`config.mk`:
```
export PLATFORM = sky130hd
export DESIGN_NAME = exu_issue_ctrl
export DESIGN_NICKNAME = d
export VERILOG_FILES = /design/src/rtl/exu_issue_ctrl.sv
export SDC_FILE = /design/constraint.sdc
export NUM_CORES = 1
export LEC_CHECK = 0
export CAP_MARGIN = 20
export CORE_UTILIZATION = 37
export CTS_CLUSTER_DIAMETER = 150
export DETAILED_ROUTE_END_ITERATION = 10
export GPL_ROUTABILITY_DRIVEN = 0
export HOLD_SLACK_MARGIN = 0.15
export PLACE_DENSITY = 0.73
export SYNTH_ARGS = -nofsm -noshare
export SYNTH_HDL_FRONTEND = slang
export SYNTH_SLANG_ARGS = --single-unit
```
`constraint.sdc`:
```
create_clock -name clk -period 7.97 [get_ports clk]
set_input_delay 1.594 -clock clk [delete_from_list [all_inputs] [get_ports clk]]
set_output_delay 1.594 -clock clk [all_outputs]
set_load 0.03 [all_outputs]
```
`src/rtl/exu_issue_ctrl.sv`:
```
`timescale 1ns/1ps
`default_nettype none
// ============================================================================
// Module      : exu_issue_ctrl
// Description : Issue/retire sequencer for the single shared EXU datapath.
//               Accepts one decoded op from IDU (valid/ready), holds it on the
//               EXU inputs for LAT cycles, captures the EXU result and offers
//               it to WBU (valid/ready) until accepted. One op in flight.
//
// Parameters  : DATAWIDTH - operand/result width
//               LAT       - EXU evaluation cycles per op (1..15)
//
// Ports       : clk, rst (async, active-high), flush (sync abort)
//               in_valid/in_ready, in_rdata1, in_rdata2, in_imm, in_mode,
//               in_rd                      - op from IDU
//               exu_rdata1, exu_rdata2, exu_imm, exu_mode - held op to EXU
//               exu_data                   - result from EXU
//               out_valid/out_ready, out_data, out_rd, out_err - to WBU
//               perf_issued, perf_stall    - only with EXU_PERF_EN
//
// Config      : EXU_PERF_EN - when defined, adds the performance counters
//               perf_issued (accepted ops) and perf_stall (DONE cycles
//               waiting on WBU). Both wrap and freeze during flush.
//
// Revision    : 1.0 - initial release
// ============================================================================
module exu_issue_ctrl #(
    parameter int DATAWIDTH = 32,
    parameter int LAT       = 1
) (
    input  logic                 clk,
    input  logic                 rst,
    input  logic                 flush,
    input  logic                 in_valid,
    output logic                 in_ready,
    input  logic [DATAWIDTH-1:0] in_rdata1,
    input  logic [DATAWIDTH-1:0] in_rdata2,
    input  logic [DATAWIDTH-1:0] in_imm,
    input  logic [3:0]           in_mode,
    input  logic [4:0]           in_rd,
    output logic [DATAWIDTH-1:0] exu_rdata1,
    output logic [DATAWIDTH-1:0] exu_rdata2,
    output logic [DATAWIDTH-1:0] exu_imm,
    output logic [3:0]           exu_mode,
    input  logic [DATAWIDTH-1:0] exu_data,
    output logic                 out_valid,
    input  logic                 out_ready,
    output logic [DATAWIDTH-1:0] out_data,
    output logic [4:0]           out_rd,
    output logic                 out_err
`ifdef EXU_PERF_EN
    ,
    output logic [31:0]          perf_issued,
    output logic [31:0]          perf_stall
`endif
);

    localparam int                CNT_W      = 4;
    localparam int unsigned       c_LAT_M1   = LAT - 1;
    localparam logic [CNT_W-1:0]  c_CNT_INIT = c_LAT_M1[CNT_W-1:0];

    localparam logic [1:0] c_ST_IDLE = 2'd0;
    localparam logic [1:0] c_ST_EXEC = 2'd1;
    localparam logic [1:0] c_ST_DONE = 2'd2;

    // EXU mode encodings that the datapath actually implements
    localparam logic [3:0] c_MODE_ADD_RR = 4'b0000;
    localparam logic [3:0] c_MODE_ADD_RI = 4'b0001;
    localparam logic [3:0] c_MODE_UCMP   = 4'b0100;
    localparam logic [3:0] c_MODE_SCMP   = 4'b1000;

    logic [1:0]           r_state;
    logic [CNT_W-1:0]     r_cnt;
    logic [DATAWIDTH-1:0] r_rdata1;
    logic [DATAWIDTH-1:0] r_rdata2;
    logic [DATAWIDTH-1:0] r_imm;
    logic [3:0]           r_mode;
    logic [4:0]           r_rd;
    logic                 r_out_valid;
    logic [DATAWIDTH-1:0] r_out_data;
    logic [4:0]           r_out_rd;
    logic                 r_out_err;

    logic                 w_in_ready;
    logic                 w_accept;
    logic                 w_mode_legal;

    // DONE reuses the WBU handshake as the IDU ready so a new op can be
    // loaded on the very edge the old result retires (no bubble). A flush
    // cycle never accepts.
    always_comb begin
        w_in_ready = 1'b0;
        if (!flush) begin
            case (r_state)
                c_ST_IDLE: w_in_ready = 1'b1;
                c_ST_DONE: w_in_ready = out_ready;
                default:   w_in_ready = 1'b0;
            endcase
        end
    end

    assign w_accept     = in_valid & w_in_ready;
    assign w_mode_legal = (r_mode == c_MODE_ADD_RR) || (r_mode == c_MODE_ADD_RI) ||
                          (r_mode == c_MODE_UCMP)   || (r_mode == c_MODE_SCMP);

    always_ff @(posedge clk or posedge rst) begin
        if (rst) begin
            r_state     <= c_ST_IDLE;
            r_cnt       <= '0;
            r_rdata1    <= '0;
            r_rdata2    <= '0;
            r_imm       <= '0;
            r_mode      <= '0;
            r_rd        <= '0;
            r_out_valid <= 1'b0;
            r_out_data  <= '0;
            r_out_rd    <= '0;
            r_out_err   <= 1'b0;
        end else if (flush) begin
            // Abort: op registers and last result are left as they are.
            r_state     <= c_ST_IDLE;
            r_cnt       <= '0;
            r_out_valid <= 1'b0;
        end else begin
            // Op capture is shared by IDLE and the DONE reload path.
            if (w_accept) begin
                r_rdata1 <= in_rdata1;
                r_rdata2 <= in_rdata2;
                r_imm    <= in_imm;
                r_mode   <= in_mode;
                r_rd     <= in_rd;
                r_cnt    <= c_CNT_INIT;
            end

            case (r_state)
                c_ST_IDLE: begin
                    if (w_accept) begin
                        r_state <= c_ST_EXEC;
                    end
                end
                c_ST_EXEC: begin
                    if (r_cnt != '0) begin
                        r_cnt <= r_cnt - CNT_W'(1);
                    end else begin
                        // Illegal modes are still issued; EXU output is
                        // forwarded as-is and only flagged.
                        r_out_data  <= exu_data;
                        r_out_rd    <= r_rd;
                        r_out_err   <= ~w_mode_legal;
                        r_out_valid <= 1'b1;
                        r_state     <= c_ST_DONE;
                    end
                end
                c_ST_DONE: begin
                    if (out_ready) begin
                        r_out_valid <= 1'b0;
                        r_state     <= in_valid ? c_ST_EXEC : c_ST_IDLE;
                    end
                end
                default: begin
                    r_state     <= c_ST_IDLE;
                    r_out_valid <= 1'b0;
                end
            endcase
        end
    end

`ifdef EXU_PERF_EN
    logic [31:0] r_perf_issued;
    logic [31:0] r_perf_stall;

    always_ff @(posedge clk or posedge rst) begin
        if (rst) begin
            r_perf_issued <= '0;
            r_perf_stall  <= '0;
        end else if (!flush) begin
            if (w_accept) begin
                r_perf_issued <= r_perf_issued + 32'd1;
            end
            if ((r_state == c_ST_DONE) && !out_ready) begin
                r_perf_stall <= r_perf_stall + 32'd1;
            end
        end
    end

    assign perf_issued = r_perf_issued;
    assign perf_stall  = r_perf_stall;
`endif

    assign in_ready   = w_in_ready;
    assign exu_rdata1 = r_rdata1;
    assign exu_rdata2 = r_rdata2;
    assign exu_imm    = r_imm;
    assign exu_mode   = r_mode;
    assign out_valid  = r_out_valid;
    assign out_data   = r_out_data;
    assign out_rd     = r_out_rd;
    assign out_err    = r_out_err;

endmodule
`default_nettype wire

```
==> metrics.txt <==
status complete, no violations; Primary FF master, synth dfrtp_1; Vias between 3000 and 4000; antenna violations before repair 0; post-CTS sizing 0; Post-Place Cell Area 0.00872 mm2; Overflow after GRT 0; Max Slew Vio Count 0; Crit Path Max Fanout 11; Slew headroom 31.8%; Critical Path End Type output port; Cell Int Power approximately 1.9 mW; Max VDD drop 0.141 mV; Nets just under 800; Synth Cell Area between 0.005 and 0.006 mm2; Post-Place Setup Slack 2990 ps; Synth Net Count about 500; final clock skew ~4.5 ps; Area Growth Syn to Fin 62.6%; commonest non-fill, non-tap cell in the layout clkdlybuf4s50_1; die width about 130 um; Psw 884 uW; maxcap violations 0; Clock power frac around 28%; # setup viols final 0; Vias/cell 4.75; Critical Path RT 6380 ps; Synth Warn # 0; first-pass GRT wire length between 20000 and 25000 um; fill cell count 1116; Seq cells post-synth 150; Die Ht 126 um; post-synth cell types 30; Routed WL 13800 um; Final Cell Area just over 0.009 mm2; Multi-input gate area ~0.0019 mm2; # hold bufs at CTS 0; n_diodes 0; Worst R2R Setup Slack between 5000 and 6000 ps; Clock Sinks 150; hold_ws 483 ps; layout cells sized above 1 between 20% and 30%; CTS clk-pin slew, worst paths 60 ps; Detail Placement HPWL about 9800 um; worst slew pin tran 1020 ps; Async S/R FF share, synth between 90% and 100%; site row count 45; drt first-iter violations about 120; post-route ant nets 0; DR DRC count 0; f_max ~200 MHz; CTS tree done; Seq. cell area between 0.003 and 0.004 mm2; Combinational Power Share between 30% and 40%; commonest cells after routing, fill and taps aside clkdlybuf4s50_1 (281), dfrtp_1 (150), mux2_2 (114); Global Route Usage Sum a little under a fifth; clock buffers created by TritonCTS 17; Sequential Power Share 36.9%; H-tree lvl count 4; PortBufs 281; Leak roughly 3.9 nW; Syn Area/Cell between 15 and 20 um2; Tot Pwr 2.76 mW; vias in the first global route roughly 4500; initial core utilization 37.9%; largest net degree at the start of global routing 80; CTS max path bufs 2; io pins between 200 and 300; Critical Path Source Type primary input; final worst setup slack slightly below 3000 ps; Final min period roughly 5000 ps; period utilisation layout 62.7%; critical path class primary input to output port; DR pass1 iterations 4; final setup TNS 0 ps; dpl cells 807; register area share after synthesis 65.5%; Core Util, Final 61.6%; Hold Fails Final Rpt 0; Clock Root Buffer clkbuf_16; postcts setup bufs 0; sw frac roughly 32%; Hold WC Path Type flop to flop; Clk Latency, worst-skew pair 410 ps; EDFF count, synth 0; post-synthesis cell count 351; Worst Path Arrival 3400 ps; die area ~0.016 mm2; Final Non-Filler Cells 840; setup repair after global routing missed its margin false; core footprint approximately 0.015 mm2; Power Dens Cells roughly 300 mW/mm2; routed len/inst 16.4 um
-- final timing paths --
path                        startpoint             end  cells past startpoint
max in group asynchronous          rst  exu_rdata1[27]                      4
min                        exu_imm[13]     exu_imm[13]                      1
min in group asynchronous          rst   exu_rdata2[7]                      2
min reg2reg                exu_imm[13]     exu_imm[13]                      1
max reg2reg                 r_state[0]  exu_rdata1[29]                      4
max                              flush        in_ready                      4
-- final cells by class --
| cell class | count | area share, % |
|---|---|---|
| multi-input combinational | 179 | 20.0 |
| clock buffer | 23 | 5.13 |
| timing repair buffer | 286 | 30.8 |
| sequential | 150 | 40.3 |
| tap | 188 | 2.52 |
| clock inverter | 9 | 1.07 |
| inverter | 5 | 0.255 |
-- metal layers --
layer	vias to the layer above	track usage, %	share of wire [%]
li1	1816	-	-
met1	1977	20.2	39
met2	178	31.5	51
met3	20	7.17	8.7
met4	0	8.15	1.9
met5	-	0	0
-- sequential cells by signal (all words and copies together), names as in the netlist --
signal	count
out_valid	1
r_state	2
exu_mode	4
out_rd	5
exu_rdata2	32
exu_imm	32
out_data	32
r_rd	5
r_cnt	4
exu_rdata1	32
out_err	1
-- cell usage after synthesis (2+ instances only) --
| cell type | number | area (um2) |
|---|---|---|
| buf_6 | 2 | 22.5 |
| nor2_1 | 3 | 11.3 |
| nand2b_1 | 5 | 31.3 |
| o311ai_0 | 2 | 17.5 |
| buf_2 | 11 | 55.1 |
| mux2_2 | 114 | 1280 |
| buf_4 | 2 | 15.0 |
| clkbuf_1 | 2 | 7.51 |
| inv_1 | 5 | 18.8 |
| nor2b_1 | 3 | 18.8 |
| or4_1 | 3 | 22.5 |
| or3_1 | 2 | 12.5 |
| dfrtp_1 | 150 | 3750 |
| mux2_1 | 28 | 315 |
| a21oi_1 | 4 | 20.0 |
-- worst max-delay path, cell delays in order --
cell	delay, ps
clkdlybuf4s50_1	570
or2_0	400
nor2_1	150
clkdlybuf4s50_1	680
-- power by group through the flow --
stage | sequential, mW | clock, mW | combinational [mW]
final | 1.02 | 0.781 | 0.959
after global routing | 1.04 | 0.838 | 1.00
after CTS | 1.02 | 0.802 | 0.969
after detailed placement | 1.03 | 0 | 0.965
after global placement | 1.02 | 0 | 0.955
after floorplan | 1.35 | 0 | 0.183
-- cell families (layout without fill, tap and decap cells) --
| family | count (synthesis) | count (layout) | share of synthesized area (%) |
|---|---|---|---|
| AOI/OAI and AO/OA | 11 | 11 | 1.29 |
| adders and majority gates | 2 | 2 | 0.393 |
| buffers and inverters | 22 | 323 | 2.07 |
| DFF | 150 | 150 | 65.5 |
| muxes | 143 | 143 | 28.1 |
| and+or+nand+nor | 23 | 23 | 2.73 |
No activity file was read; power rests on OpenSTA's default activity.
